`src/rtl/whack_pkg.sv`:
```
`default_nettype none
// +----------------------------------------------------------------------+
// | whack_pkg                                                            |
// | Shared types and constants for the whack-a-mole game core.           |
// | Revision: 1.0 - initial release                                      |
// +----------------------------------------------------------------------+
package whack_pkg;

   // Phase encoding is visible on the game_state port, so values are fixed.
   typedef enum logic [1:0] {
      ST_IDLE  = 2'd0,
      ST_ARMED = 2'd1,
      ST_PLAY  = 2'd2,
      ST_OVER  = 2'd3
   } game_state_t;

   localparam int LIVES_W = 3;   // lives output width (LIVES_INIT up to 7)
   localparam int TIMER_W = 4;   // per-mole tick countdown (MOLE_TICKS up to 15)
   localparam int PHASE_W = 8;   // ARMED / OVER phase counter

   // Location width for n pads; never narrower than one bit.
   function automatic int LOC_W(input int n);
      return (n > 1) ? $clog2(n) : 1;
   endfunction

endpackage
`default_nettype wire

```
`src/rtl/mole_slot.sv`:
```
`default_nettype none
// +----------------------------------------------------------------------+
// | mole_slot                                                            |
// | One mole slot: active flag, pad location and tick countdown.         |
// | load has priority over clear, clear over the tick countdown.         |
// | Revision: 1.0 - initial release                                      |
// +----------------------------------------------------------------------+
module mole_slot
   import whack_pkg::*;
#(
   parameter int LOC_BITS   = 3,
   parameter int MOLE_TICKS = 2
)(
   input  logic                clk,
   input  logic                reset,
   input  logic                load,
   input  logic [LOC_BITS-1:0] load_loc,
   input  logic                clear,
   input  logic                tick,
   output logic                active,
   output logic [LOC_BITS-1:0] loc,
   output logic                expire
);

   logic [TIMER_W-1:0] timer;

   // The slot times out on the tick that finds one tick remaining.
   assign expire = active & tick & (timer == TIMER_W'(1));

   // Slot state: a load re-arms even a slot that is expiring this cycle.
   always_ff @(posedge clk) begin
      if (reset) begin
         active <= 1'b0;
         loc    <= '0;
         timer  <= '0;
      end else if (load) begin
         active <= 1'b1;
         loc    <= load_loc;
         timer  <= TIMER_W'(MOLE_TICKS);
      end else if (clear) begin
         active <= 1'b0;
      end else if (tick && active) begin
         if (timer == TIMER_W'(1)) begin
            active <= 1'b0;
         end else begin
            timer <= timer - TIMER_W'(1);
         end
      end
   end

endmodule
`default_nettype wire

```
`src/rtl/whack_game_core.sv`:
```
`default_nettype none
// +----------------------------------------------------------------------+
// | whack_game_core                                                      |
// | Multi-mole game core: slot arbitration, pad edge detection, score,   |
// | lives and the IDLE/ARMED/PLAY/OVER phase machine.                    |
// | Build option: WHACK_MISSTEP_PENALTY_EN - a rising pad with no mole   |
// | costs a life in PLAY; otherwise such missteps are ignored.           |
// | Revision: 1.0 - initial release                                      |
// +----------------------------------------------------------------------+
module whack_game_core
   import whack_pkg::*;
#(
   parameter int NUM_PADS    = 8,
   parameter int MAX_MOLES   = 2,
   parameter int MOLE_TICKS  = 2,
   parameter int START_TICKS = 3,
   parameter int OVER_TICKS  = 3,
   parameter int LIVES_INIT  = 3,
   parameter int SCORE_W     = 8
)(
   input  logic                          clk,
   input  logic                          reset,
   input  logic                          tick,
   input  logic                          start,
   input  logic                          request_mole,
   input  logic [LOC_W(NUM_PADS)-1:0]    rand_loc,
   input  logic [NUM_PADS-1:0]           pads,
   output logic [1:0]                    game_state,
   output logic [NUM_PADS-1:0]           mole_map,
   output logic [LIVES_W-1:0]            lives,
   output logic [SCORE_W-1:0]            score,
   output logic                          hit_pulse,
   output logic                          miss_pulse,
   output logic                          drop_pulse
);

   localparam int            LW         = LOC_W(NUM_PADS);
   localparam logic [LW:0]   NUM_PADS_V = (LW+1)'(NUM_PADS);

   game_state_t          state_q, state_d;
   logic [PHASE_W-1:0]   cnt_q, cnt_d;
   logic [LIVES_W-1:0]   lives_d, lives_next;
   logic [SCORE_W-1:0]   score_d;
   logic [SCORE_W:0]     score_sum;
   logic [NUM_PADS-1:0]  pads_q, rise;
   logic                 hit_d, miss_d, drop_d;

   logic [MAX_MOLES-1:0] slot_active, slot_expire, slot_hit, slot_load, slot_clear, slot_freeing;
   logic [LW-1:0]        slot_loc [MAX_MOLES];
   logic                 slot_tick;

   logic                 in_play, expiry_any, lose_life, go_over, alloc_ok;
   logic                 slot_found, loc_busy;
   logic [2:0]           hit_cnt;
   int                   sel;

   assign in_play      = (state_q == ST_PLAY);
   assign rise         = pads & ~pads_q;
   assign slot_tick    = tick & in_play;
   assign slot_freeing = slot_hit | slot_expire;
   // A hit on a slot that also times out this cycle counts only as a hit.
   assign expiry_any   = |(slot_expire & ~slot_hit);

`ifdef WHACK_MISSTEP_PENALTY_EN
   logic misstep;
   assign misstep   = in_play & |(rise & ~mole_map);
   assign lose_life = in_play & (expiry_any | misstep);
`else
   assign lose_life = in_play & expiry_any;
`endif

   assign lives_next = (lives != '0) ? lives - LIVES_W'(1) : lives;
   assign go_over    = lose_life & (lives_next == '0);

   // Request accepted when the pad is valid, not held by a surviving mole, and a slot is (becoming) free.
   assign alloc_ok   = in_play & request_mole & ({1'b0, rand_loc} < NUM_PADS_V) & ~loc_busy & slot_found;

   assign score_sum  = {1'b0, score} + (SCORE_W+1)'(hit_cnt);

   // Map of raised moles, hit count, and lowest-index slot free after this cycle's releases.
   always_comb begin
      mole_map   = '0;
      hit_cnt    = '0;
      slot_found = 1'b0;
      loc_busy   = 1'b0;
      sel        = 0;
      for (int s = MAX_MOLES - 1; s >= 0; s--) begin
         if (slot_active[s]) begin
            mole_map[slot_loc[s]] = 1'b1;
         end
         hit_cnt = hit_cnt + {2'b00, slot_hit[s]};
         if (slot_active[s] && !slot_freeing[s] && (slot_loc[s] == rand_loc)) begin
            loc_busy = 1'b1;
         end
         if (!slot_active[s] || slot_freeing[s]) begin
            slot_found = 1'b1;
            sel        = s;
         end
      end
   end

   for (genvar g = 0; g < MAX_MOLES; g++) begin : g_slot
      assign slot_hit[g]   = in_play & slot_active[g] & rise[slot_loc[g]];
      assign slot_load[g]  = alloc_ok & ~go_over & (sel == g);
      assign slot_clear[g] = slot_hit[g] | go_over;

      mole_slot #(
         .LOC_BITS   (LW),
         .MOLE_TICKS (MOLE_TICKS)
      ) u_slot (
         .clk      (clk),
         .reset    (reset),
         .load     (slot_load[g]),
         .load_loc (rand_loc),
         .clear    (slot_clear[g]),
         .tick     (slot_tick),
         .active   (slot_active[g]),
         .loc      (slot_loc[g]),
         .expire   (slot_expire[g])
      );
   end

   // Phase machine next state plus score, lives and event pulses.
   always_comb begin
      state_d = state_q;
      cnt_d   = cnt_q;
      lives_d = lives;
      score_d = score;
      hit_d   = 1'b0;
      miss_d  = 1'b0;
      drop_d  = 1'b0;
      case (state_q)
         ST_IDLE: begin
            lives_d = LIVES_W'(LIVES_INIT);
            score_d = '0;
            if (start) begin
               state_d = ST_ARMED;
               cnt_d   = PHASE_W'(START_TICKS);
            end
         end
         ST_ARMED: begin
            if (cnt_q == '0) begin
               state_d = ST_PLAY;
            end else if (tick) begin
               cnt_d = cnt_q - PHASE_W'(1);
               if (cnt_q == PHASE_W'(1)) state_d = ST_PLAY;
            end
         end
         ST_PLAY: begin
            score_d = score_sum[SCORE_W] ? '1 : score_sum[SCORE_W-1:0];
            hit_d   = (hit_cnt != '0);
            drop_d  = request_mole & ~alloc_ok;
            if (lose_life) begin
               miss_d  = 1'b1;
               lives_d = lives_next;
            end
            if (go_over) begin
               state_d = ST_OVER;
               cnt_d   = PHASE_W'(OVER_TICKS);
            end
         end
         default: begin
            if (cnt_q == '0 || (tick && cnt_q == PHASE_W'(1))) begin
               state_d = ST_IDLE;
               lives_d = LIVES_W'(LIVES_INIT);
               score_d = '0;
            end
            if (tick && cnt_q != '0) cnt_d = cnt_q - PHASE_W'(1);
         end
      endcase
   end

   // Registered game state, counters and outputs.
   always_ff @(posedge clk) begin
      if (reset) begin
         state_q    <= ST_IDLE;
         cnt_q      <= '0;
         lives      <= LIVES_W'(LIVES_INIT);
         score      <= '0;
         pads_q     <= '0;
         hit_pulse  <= 1'b0;
         miss_pulse <= 1'b0;
         drop_pulse <= 1'b0;
      end else begin
         state_q    <= state_d;
         cnt_q      <= cnt_d;
         lives      <= lives_d;
         score      <= score_d;
         pads_q     <= pads;
         hit_pulse  <= hit_d;
         miss_pulse <= miss_d;
         drop_pulse <= drop_d;
      end
   end

   assign game_state = state_q;

endmodule
`default_nettype wire
```
`config.mk`:
```
export PLATFORM = sky130hd
export DESIGN_NAME = whack_game_core
export DESIGN_NICKNAME = d
export VERILOG_FILES = /design/src/rtl/whack_pkg.sv /design/src/rtl/mole_slot.sv /design/src/rtl/whack_game_core.sv
export SDC_FILE = /design/constraint.sdc
export NUM_CORES = 1
export LEC_CHECK = 0
export ABC_AREA = 1
export CORE_MARGIN = 2
export CORE_UTILIZATION = 60
export DETAILED_ROUTE_END_ITERATION = 12
export PLACE_DENSITY = 0.91
export RECOVER_POWER = 25
export SLEW_MARGIN = 0
export SYNTH_ARGS = -nofsm -noshare
export SYNTH_HDL_FRONTEND = slang
export SYNTH_SLANG_ARGS = --single-unit
```
`constraint.sdc`:
```
create_clock -name clk -period 7.85 [get_ports clk]
set_input_delay 1.57 -clock clk [delete_from_list [all_inputs] [get_ports clk]]
set_output_delay 1.57 -clock clk [all_outputs]
set_load 0.01 [all_outputs]
```
# Word level (Yosys, flattened, before mapping)
# Index checks and enable logic that the tools add are counted.
# word_totals
wordCells,180
out_inout_bits,24
ff_bits,48
# op_classes
n_bitwise,35
add_sub_neg,6
reduce_logical,47
n_eq_ne,19
n_lt_le_gt_ge,4
muxes,53
# ops
operator,n
2-to-1 mux 8 bit,9
one-hot mux 8 bit (3 select lines),2
== test 32 x 2 -> 1 bit (second input constant),1
zero test 32 bit,1
2-to-1 mux 32 bit,1
2-to-1 mux 2 bit,14
nonzero test 3 bit,7
AND 1 bit,18
2-to-1 mux 1 bit,18
AND reduction 3 bit,5
!= test 2 x 1 -> 1 bit (second input constant),6
logical AND 1 bit,10
AND reduction 5 bit,2
adder 8 x 3 -> 9 bit,1
2-to-1 mux 3 bit,3
NOT 1 bit,9
one-hot mux 3 bit (3 select lines),1
AND 8 bit,1
== test 4 x 1 -> 1 bit (second input constant),2
== test 8 x 1 -> 1 bit (second input constant),1
zero test 8 bit,1
less-than comparator 3 x 4 -> 1 bit (second input constant),2
NOT 8 bit,1
OR 8 bit,1
26 further kinds,47

# Longest topological paths before layout
# Gate-level depths: netlist of run 1.
# depth
ltp_word,18
depth_mapped,18
ltp_nobuf,18

# Hierarchy
# Synthesis of run 1 repeated with hierarchy kept, for this count alone.
# unflattened
hier_cells,487
hier_area_um2,3213.1
# by_module_without_submodules
mod,n_inst,area_each_um2,cells_per_inst
whack_game_core,1,2377.3,373
mole_slot,2,417.9,57

# Worst setup path before layout of run 1
# No wires, ideal clock.
# synth_path
path_type,in2reg
startpoint,in pads[2]
endpoint,reg score[4]
t_arrival_ps,3864
n_path_buf,0
setup_time_ps,70
setup_slack_ps,3915
t_required_ps,7780
cell_stages,18
path_cell_list,inv_1 > nor2_1 > nand2_1 > inv_1 > nor2_2 > nor2_2 > nand2_4 > ha_1 > ha_1 > inv_1 > fa_1 > nor2_1 > nand2_1 > nor3_1 > nand3_1 > inv_1 > o21ai_0 > a21oi_1
# synth_between
elab_chain_len,8
elab_cells_between_ends,11
cone_classes,add/sub: 2; mux: 6; bitwise: 3
# synth_rtl
element,line_no,source
start: declaration,whack_game_core.sv:27,"input logic [NUM_PADS-1:0] pads,"
AND 8 bit (*),whack_game_core.sv:58,assign rise = pads & ~pads_q;
binary-select mux 1 bit (select 3 bit),whack_game_core.sv:103,assign slot_hit[g] = in_play & slot_active[g] & rise[slot_loc[g]];
2-to-1 mux 1 bit (implied by the code),whack_game_core.sv:103,
AND 1 bit,whack_game_core.sv:103,
adder 1 x 1 -> 2 bit (*),whack_game_core.sv:91,"hit_cnt = hit_cnt + {2'b00, slot_hit[s]};"
adder 8 x 3 -> 9 bit (*),whack_game_core.sv:78,"assign score_sum = {1'b0, score} + (SCORE_W+1)'(hit_cnt);"
2-to-1 mux 8 bit (*),whack_game_core.sv:150,score_d = score_sum[SCORE_W] ? '1 : score_sum[SCORE_W-1:0];
one-hot mux 8 bit (3 select lines) (*),whack_game_core.sv:132,case (state_q)
end signal: assignment,whack_game_core.sv:188,score <= score_d;
end: declaration,whack_game_core.sv:31,"output logic [SCORE_W-1:0] score,"
# Every way passes the cells marked *; elsewhere a longest branch is shown, timed or not. The select of a mux whose other input is x is not followed.
# A chain may end at the register's enable or synchronous reset.

# Worst setup path after layout of run 1
# layout_path
startpoint,in pads[2]
endpoint,reg score[0]
# Same word-level chain as after synthesis.

==> impl_metrics.csv, run 1 <==
group,metric,value,unit
setup_path,worstPathCellList,"clkdlybuf4s50_1 -> inv_1 -> nor2_1 -> nand2_1 -> inv_1 -> nor2_2 -> nor2_2 -> nand2_4 -> ha_1 -> ha_1 -> inv_1 -> fa_1 -> nor2_1 -> nand2_1 -> nor3_1 -> nand3_1 -> inv_1 -> o21ai_0 -> a21oi_1",
clock_tree,cts_max_level,2,
die,io-pin-count,40,
clock_tree,clockBufferDepth,2,
setup_path,critical_path.slowest_cell,"clkdlybuf4s50_1",
clock_tree,cts_sinks,48,
clock_tree,cts_buffers,5,
clock_tree,tritoncts,"yes",
clock_tree,holdBufCountCts,0,
drt,avgViaCountPerCell,5.34,
yosys,yosysWarnings,0,
power,cellPowerDensity,234,mW/mm²
timing,worst_pin_slew,1.40,ns
timing,rsz0062_at_grt,"no",
power,peakVddDrop,0.000231,V
finish,fin_nets,534,
power,power.share.switching,42.7,%
drt,wl_per_cell,12.7,µm
worst_hold_path,min_path_type,"flip-flop to flip-flop",
clock_tree,cts_setup_buffers,0,
global_route,grt_use_met2,44.8,%
die,start_util,62.2,%
setup_path,criticalPathCategory,"input pin to flip-flop",
power,power_frac_comb,47.2,%
timing,clock_skew,0.00779,ns
die,core_area,0.00514,mm²
global_route,first_global_vias,2878,
setup_path,end_kind,"flip-flop",
finish,area_growth,15.5,%
outcome,status,"finished, final reports clean",
yosys,syn_area_per_cell,6.91,µm²
power,internal_power,0.495,mW
finish,fillers,447,
setup_path,critPathMaxFanout,8,
yosys,syn_area,0.00320,mm²
power,leakagePower,1.66,nW
global_route,grt.met3_usage,5.18,%
power,clkPwrFrac,17.6,%
die,rows,26,
placed_design,hpwl,5.41,mm
timing,fmax,0.223,GHz
clock_tree,clk_pin_slew,0.08,ns
global_route,grt_start_max_net_pins,30,
global_route,grt_pass1_wl,12.3,mm
yosys,synth_edf_count,0,
setup_path,cp_slowest_stage_delay,0.45,ns
timing,finalSetupTns,0,ns
drt,wirelength,7.26,mm
drt,drc,0,
clock_tree,clk_latency,0.31,ns
yosys,synth_nets,497,
setup_path,crit_required,8.07,ns
clock_tree,cts_resized,0,
setup_path,cp-startpoint,"pads[2]",
power,pwr-share-seq,35.3,%
drt,vias,3049,
power,switchingPower,0.370,mW
setup_path,arrival,4.70,ns
yosys,ys.flop_type,"dfxtp_1",
timing,min_period_over_period,57.1,%
run,maxCapViolCount,0,
die,die_w,77.0,µm
drt,drt_iter0_markers,121,
timing,setup_viol,0,
timing,min_period,4.48,ns
yosys,ys_ff_latch,48,
global_route,busiest_layer,"met2",
worst_hold_path,hp-start,"g_slot[1].u_slot.timer[3]",
placed_design,gp_congestion,0.957,
global_route,use_met1,28.8,%
finish,layout-drive-gt1-share,8.78,%
yosys,syn_inst,463,
global_route,grt-ovfl-total,0,
yosys,yosysSeqAreaShare,30.0,%
setup_path,reg2reg_from,"game_state[0]",
placed_design,io_buffers,39,
timing,drv_slew,0,
yosys,synth.distinct_cells,37,
timing,hold_viol,0,
setup_path,crit_top_cell,"inv_1",
drt,antenna_left,0,
global_route,antenna_found_initial,0,
placed_design,post-place-ws,3.17,ns
yosys,async_reset_ff_share,0,%
clock_tree,cts_root_buf,"clkbuf_8",
setup_path,startpoint_type,"input pin",
drt,first_pass_iters,5,
timing,fin_ws,3.37,ns
global_route,track_usage,25.4,%
die,die_h,77.0,µm
finish,diodes,0,
die,dieArea,0.00593,mm²
timing,relSlewSlack,6.98,%
-- worst paths after layout --
check	end	slack (ns)	cells after the start
min	g_slot[1].u_slot.timer[3]	0.48	2
max	score[0]	3.37	19
max reg2reg	score[0]	4.16	16
min reg2reg	g_slot[1].u_slot.timer[3]	0.48	2
-- cell type report --
type	count	area (µm²)	area share, %
Tap cell	70	87.6	2.37
Clock buffer	6	82.6	2.24
Timing Repair Buffer	40	394	10.7
Inverter	72	273	7.38
Sequential cell	48	961	26.0
Clock inverter	2	10.0	0.271
Multi-Input combinational cell	333	1890	51.1
-- synth_stat cells (4+ instances only) --
master,count,area [µm²]
a21oi_1,19,95.1
a21oi_2,4,35.0
clkbuf_1,4,15.0
dfxtp_1,48,961
ha_1,17,213
inv_1,68,255
nand2_1,95,357
nand2_4,7,78.8
nand3_1,41,205
nand3_2,4,40.0
nand4_1,11,68.8
nor2_1,62,233
nor2_2,6,37.5
nor3_1,7,35.0
o21ai_0,18,90.1
xnor2_1,10,87.6
xor2_1,9,78.8
-- through the flow --
| stage | utilization (%) | std cells | hold WS [ns] | instance area [µm²] | power, mW |
|---|---|---|---|---|---|
| 2_1_floorplan | - | 463 | 0.447 | 3200 | 0.619 |
| 3_3_place_gp | 70.2 | 563 | 0.455 | 3610 | 0.695 |
| 3_5_place_dp | 70.2 | 563 | 0.472 | 3610 | 0.707 |
| 4_1_cts | 72.0 | 571 | 0.485 | 3700 | 0.870 |
| 5_1_grt | 71.9 | 571 | 0.518 | 3690 | 0.938 |
| 6_report | 71.9 | 571 | 0.482 | 3690 | 0.865 |
-- power groups by stage --
stage	clock network, mW	logic (mW)	registers (mW)
floorplan	0	0.314	0.305
global placement	0	0.385	0.309
detailed placement	0	0.397	0.310
CTS	0.159	0.407	0.305
global route	0.168	0.461	0.310
finish	0.152	0.408	0.305
-- state kept, by name, summed over array words and instances (netlist names) --
| name | cells |
|---|---|
| pads_q | 8 |
| g_slot.u_slot.timer | 8 |
| score | 8 |
| cnt_q | 8 |
| game_state | 2 |
| miss_pulse | 1 |
| lives | 3 |
| g_slot.u_slot.loc | 6 |
| hit_pulse | 1 |
| g_slot.u_slot.active | 2 |
| drop_pulse | 1 |
-- critical path: cells and delay by family --
kind | cells | cell delay [ns]
AOI/OAI and AO/OA | 2 | 0.28
buffers and inverters | 5 | 0.77
adders and majority gates | 3 | 0.84
and+or+nand+nor | 9 | 1.23
-- per-layer routing --
metal	routed length, µm	vias to the layer above
met2	3620	94
met5	0	-
met1	3040	1395
met3	391	21
li1	-	1539
met4	210	0
-- cells by family (layout without fill, tap and decap cells) --
| logic type | count (synthesis) | after routing | synth area share (%) |
|---|---|---|---|
| simple gates | 247 | 247 | 38.0 |
| buf+inv | 82 | 120 | 11.0 |
| compound gates | 49 | 49 | 8.49 |
| xor+xnor | 19 | 19 | 5.20 |
| flops | 48 | 48 | 30.0 |
| fa+ha+maj | 18 | 18 | 7.27 |
-- placed cells by master (no fill, tap or decap), drive strengths merged, types with 13 or more instances in the layout --
master	netlist	final
dfxtp	48	48
a21oi	23	23
nand4	13	13
o21ai	20	20
clkdlybuf4s50	0	29
inv	72	72
nor2	70	70
nand3	47	47
ha	17	17
nand2	105	105
(Power assumes the default switching activity.)
==> run 2, diff against run 1 <==
--- a/config.mk
+++ b/config.mk
@@ -7,9 +7,9 @@
 export LEC_CHECK = 0
 export ABC_AREA = 1
 export CORE_MARGIN = 2
-export CORE_UTILIZATION = 60
+export CORE_UTILIZATION = 56
 export DETAILED_ROUTE_END_ITERATION = 12
-export PLACE_DENSITY = 0.91
+export PLACE_DENSITY = 0.86
 export RECOVER_POWER = 25
 export SLEW_MARGIN = 0
 export SYNTH_ARGS = -nofsm -noshare
==> constraint.sdc (replaced) <==
create_clock -name clk -period 4.5 [get_ports clk]
set_input_delay 0.9 -clock clk [delete_from_list [all_inputs] [get_ports clk]]
set_output_delay 0.9 -clock clk [all_outputs]
set_load 0.01 [all_outputs]
==> run 2 against run 1 <==
Against the previous run: die area is 6.8% higher; sequential cell count did not move; routed wire length down 4.5%; final area is 0.20% higher; count of clock-buffer cells in the layout up 2; setup slack worse by 2.7 ns; critical path depth did not move; first-iteration DRC count is 31% higher; combinational power is 71% higher; sequential power up 74%; register-to-register slack got worse by 3.0 ns; largest power group unchanged; highest routed layer unchanged.
==> impl_metrics.csv, run 2 (synthesis results as in run 1) <==
group,metric,value,unit
global_route,grt-ovfl-total,0,
drt,avgViaCountPerCell,5.15,
die,start_util,58.1,%
setup_path,crit_required,4.72,ns
timing,setup_viol,0,
clock_tree,cts_root_buf,"clkbuf_8",
setup_path,critical_path.slowest_cell,"clkdlybuf4s50_1",
setup_path,reg2reg_slack,1.14,ns
setup_path,rr_worst_depth,17,
global_route,track_usage,23.3,%
setup_path,criticalPathCategory,"input pin to flip-flop",
setup_path,arrival,4.02,ns
worst_hold_path,min_path_type,"flip-flop to flip-flop",
timing,rsz0062_at_grt,"no",
timing,fin_ws,0.700,ns
clock_tree,cts_setup_buffers,0,
power,peakVddDrop,0.000431,V
die,rows,27,
timing,min_period_over_period,84.4,%
timing,worst_pin_slew,1.33,ns
setup_path,worst-path-buf-inv,5,
setup_path,crit_top_cell,"inv_1",
clock_tree,cts_max_level,2,
setup_path,end_kind,"flip-flop",
clock_tree,clk_pin_slew,0.08,ns
finish,final_common_cell,"nand2_1",
drt,antenna_left,0,
clock_tree,cts_buffers,5,
timing,min_period,3.80,ns
outcome,status,"finished, final reports clean",
placed_design,placed_cells,566,
setup_path,crit_cells,19,
global_route,grt_start_max_net_pins,30,
die,die_h,79.6,µm
placed_design,hpwl,5.21,mm
setup_path,cp_slowest_stage_delay,0.45,ns
global_route,antenna_found_initial,0,
drt,first_pass_iters,4,
timing,hold_viol,0,
global_route,first_global_vias,2753,
worst_hold_path,hold-path-endpoint,"g_slot[1].u_slot.timer[3]",
drt,vias,2955,
drt,wirelength,6.93,mm
setup_path,timing.rr.end,"score[7]",
setup_path,startpoint_type,"input pin",
timing,clock_skew,0.00325,ns
global_route,grt_pass1_wl,11.9,mm
clock_tree,holdBufCountCts,0,
placed_design,post-place-ws,0.455,ns
clock_tree,tritoncts,"yes",
die,dieArea,0.00633,mm²
finish,layout-drive-gt1-share,8.57,%
finish,layout_common_cells,"nand2_1, inv_1, nor2_1",
setup_path,worstPathCellList,"clkdlybuf4s50_1 -> inv_1 -> nor2_1 -> nand2_1 -> inv_1 -> nor2_2 -> nor2_2 -> nand2_4 -> ha_1 -> ha_1 -> inv_1 -> fa_1 -> nor2_1 -> nand2_1 -> nor3_1 -> nand3_1 -> inv_1 -> o21ai_0 -> a21oi_1",
die,io-pin-count,40,
setup_path,critPathMaxFanout,8,
clock_tree,clk_latency,0.30,ns
worst_hold_path,hold_depth,2,
clock_tree,cts_sinks,48,
clock_tree,clockBufferDepth,2,
clock_tree,cts_resized,0,
setup_path,reg2reg_from,"game_state[0]",
timing,finalSetupTns,0,ns
drt,drc,0,
finish,stdcell_count,574,
timing,relSlewSlack,11.0,%
placed_design,gp_congestion,0.899,
power,cellPowerDensity,404,mW/mm²
run,maxCapViolCount,0,
setup_path,path_delay_family,"simple AND/OR/NAND/NOR gates",
timing,fmax,0.263,GHz
die,die_w,79.6,µm
finish,diodes,0,
finish,area_growth,15.7,%
drt,wl_per_cell,12.1,µm
setup_path,cp-startpoint,"pads[2]",
placed_design,io_buffers,39,
worst_hold_path,hp-start,"g_slot[1].u_slot.timer[3]",
power,leakagePower,1.66,nW
die,core_area,0.00551,mm²
timing,drv_slew,0,
drt,drt_iter0_markers,159,
finish,fin_nets,535,
## run 2: cell count changes in the layout (fill, tap and decap cells not counted), sizes merged
cell,change
clkinv,-2
clkbuf,+2
buf,+1
## run 2: worst register-to-register path, delay by kind of cell (launching register included)
family | cells | cell delay [ns]
fa+ha+maj | 4 | 0.99
flops | 1 | 0.36
simple gates | 6 | 1.04
compound gates | 2 | 0.23
buf+inv | 5 | 0.67
## run 2: worst max-delay path by stage
| stage | slack [ns] | endpoint |
|---|---|---|
| after floorplan | 1.24 | score[4] |
| after global placement | 0.58 | score[7] |
| after detailed placement | 0.46 | score[4] |
| after CTS | 0.73 | score[7] |
| after global routing | 0.45 | score[2] |
| final | 0.70 | score[7] |
## run 2: report_power, final
part	internal (mW)	switching, mW
combinational	0.262	0.435
sequential	0.478	0.0539
clock	0.126	0.141
## run 2: through the flow
step	utilization, %	area [µm²]	total power [mW]	hold slack, ns
final	67.2	3700	1.50	0.471
after global routing	67.2	3700	1.63	0.498
after CTS	67.3	3710	1.50	0.471
after detailed placement	65.7	3620	1.23	0.460
after global placement	65.7	3620	1.22	0.456
after floorplan	-	3200	1.08	0.447
## run 2: layer usage
layer,share of wire [%],vias to the layer above,global-route usage [%]
met1,45,1345,28.3
met5,0,-,0
li1,-,1541,-
met2,49,61,41.2
met3,4.4,8,4.52
met4,1.1,0,7.24
## run 2: layout make-up
class | instances | area, µm²
clock buffer | 8 | 90.1
fill | 487 | 1800
inverter | 72 | 273
multi-input combinational | 333 | 1890
sequential | 48 | 961
tap | 72 | 90.1
timing repair buffer | 41 | 402
==> run 3, diff against run 2 <==
==> constraint.sdc (replaced) <==
create_clock -name clk -period 3.7 [get_ports clk]
set_input_delay 0.74 -clock clk [delete_from_list [all_inputs] [get_ports clk]]
set_output_delay 0.74 -clock clk [all_outputs]
set_load 0.01 [all_outputs]
==> run 3 against run 2 <==
Against the previous run: count of clock-buffer cells in the layout is the same; clock skew grew 0.0093 ns; via count grew 0.95%; hold slack gained 0.015 ns; cell count grew 0.70%; sequential power grew 22%; non-clock buffer count grew 4; sequential share of layout area shrank 0.27 points; register-to-register slack lost 0.47 ns; clock power grew 23%.
==> impl_metrics.csv, run 3 (synthesis results as in run 1) <==
group,metric,value,unit
outcome,status,"finished, final reports clean",
finish,fin_nets,539,
die,io-pin-count,40,
finish,layout_common_cells,"nand2_1, inv_1, nor2_1",
finish,area_growth,16.9,%
clock_tree,cts_root_buf,"clkbuf_8",
finish,final_common_cell,"nand2_1",
die,rows,27,
setup_path,end_kind,"flip-flop",
setup_path,rr_worst_depth,17,
placed_design,gp_congestion,0.863,
global_route,grt_start_max_net_pins,30,
run,maxCapViolCount,0,
worst_hold_path,min_path_type,"flip-flop to flip-flop",
timing,worst_pin_slew,0.657,ns
die,die_w,79.6,µm
finish,post-route-util,67.9,%
placed_design,hpwl,5.36,mm
setup_path,startpoint_type,"input pin",
die,die_h,79.6,µm
placed_design,io_buffers,39,
timing,drv_slew,0,
worst_hold_path,hold_depth,2,
clock_tree,clockBufferDepth,2,
die,core_area,0.00551,mm²
finish,fillers,481,
global_route,grt-ovfl-total,0,
global_route,antenna_found_initial,0,
clock_tree,holdBufCountCts,0,
global_route,grt_pass1_wl,12.5,mm
drt,first_pass_iters,5,
setup_path,worst-path-buf-inv,5,
drt,vias,2983,
setup_path,crit_required,3.93,ns
timing,hold_ws,0.486,ns
power,peakVddDrop,0.000396,V
timing,hold_viol,0,
timing,clock_skew,0.0126,ns
clock_tree,clk_pin_slew,0.08,ns
die,dieArea,0.00633,mm²
drt,wl_per_cell,12.2,µm
timing,min_period_over_period,90.9,%
clock_tree,tritoncts,"yes",
die,start_util,58.1,%
timing,relSlewSlack,55.9,%
drt,wirelength,7.03,mm
setup_path,criticalPathCategory,"input pin to flip-flop",
clock_tree,cts_max_level,2,
timing,fmax,0.297,GHz
power,power,1.83,mW
clock_tree,clk_latency,0.31,ns
power,cellPowerDensity,489,mW/mm²
setup_path,crit_top_cell,"nand2_1",
drt,drt_iter0_markers,187,
setup_path,critical_path.slowest_cell,"clkdlybuf4s50_1",
timing,finalSetupTns,0,ns
setup_path,worstPathCellList,"clkdlybuf4s50_1 -> inv_1 -> nor2_1 -> nand2_1 -> nand3_1 -> inv_1 -> nor2_1 -> nand2_1 -> ha_1 -> ha_1 -> inv_1 -> fa_1 -> nor2_1 -> nand2_1 -> nor3_2 -> nand3_1 -> buf_4 -> o21ai_0 -> nand2_1 -> a21oi_1",
timing,setup_viol,0,
drt,antenna_left,0,
power,leakagePower,1.69,nW
setup_path,critPathMaxFanout,4,
finish,diodes,0,
setup_path,crit_cells,20,
finish,layout-drive-gt1-share,9.68,%
clock_tree,cts_sinks,48,
global_route,first_global_vias,2943,
drt,drc,0,
setup_path,cp_slowest_stage_delay,0.46,ns
clock_tree,cts_buffers,5,
setup_path,arrival,3.60,ns
timing,min_period,3.36,ns
drt,avgViaCountPerCell,5.16,
setup_path,path_delay_family,"simple AND/OR/NAND/NOR gates",
global_route,track_usage,24.4,%
[run 3: area by class of cell]
type / count / area, µm² / share of cell area, %
Tap cell: 72 / 90.1 / 2.41
Multi-Input combinational cell: 333 / 1890 / 50.6
Inverter: 72 / 273 / 7.29
Sequential cell: 48 / 961 / 25.7
Clock buffer: 8 / 90.1 / 2.41
Timing Repair Buffer: 45 / 435 / 11.6
[run 3: metrics by stage]
step | area, µm² | std cells | setup slack (ns)
2_1_floorplan | 3200 | 463 | 0.595
3_3_place_gp | 3640 | 569 | 0.124
3_5_place_dp | 3640 | 569 | -0.0321
4_1_cts | 3730 | 577 | 0.303
5_1_grt | 3740 | 578 | -0.000660
6_report | 3740 | 578 | 0.337
[run 3: metal layers]
| layer | GRT usage, % | share of wire, % | up-vias |
|---|---|---|---|
| li1 | - | - | 1550 |
| met1 | 28.6 | 45 | 1348 |
| met2 | 44.2 | 50 | 77 |
| met3 | 4.19 | 4.4 | 8 |
| met4 | 8.97 | 1.1 | 0 |
| met5 | 0 | 0 | - |
[run 3: repair_timing]
item,CTS,global route
setup buffers,0,1
gates resized for setup,0,1
endpoints found under the setup margin,0,6
[run 3: worst register-to-register path: cells and delay by family, from the launching register on]
kind / cells / cell delay (ns)
flip-flops: 1 / 0.36
AO/OA/AOI/OAI: 2 / 0.20
adder cells (fa/ha/maj): 4 / 1.10
AND/OR/NAND/NOR: 7 / 0.78
buffers and inverters: 4 / 0.53
[run 3: worst paths after layout]
path                             start                        end  slack [ns]
max                            pads[2]                   score[3]        0.34
min reg2reg  g_slot[1].u_slot.timer[3]  g_slot[1].u_slot.timer[3]        0.49
max reg2reg              game_state[0]                   score[3]        0.67
min          g_slot[1].u_slot.timer[3]  g_slot[1].u_slot.timer[3]        0.49
[run 3: power by group]
group,switching [mW],internal [mW]
sequential,0.0681,0.581
clock,0.175,0.153
combinational,0.531,0.322
total,0.774,1.06
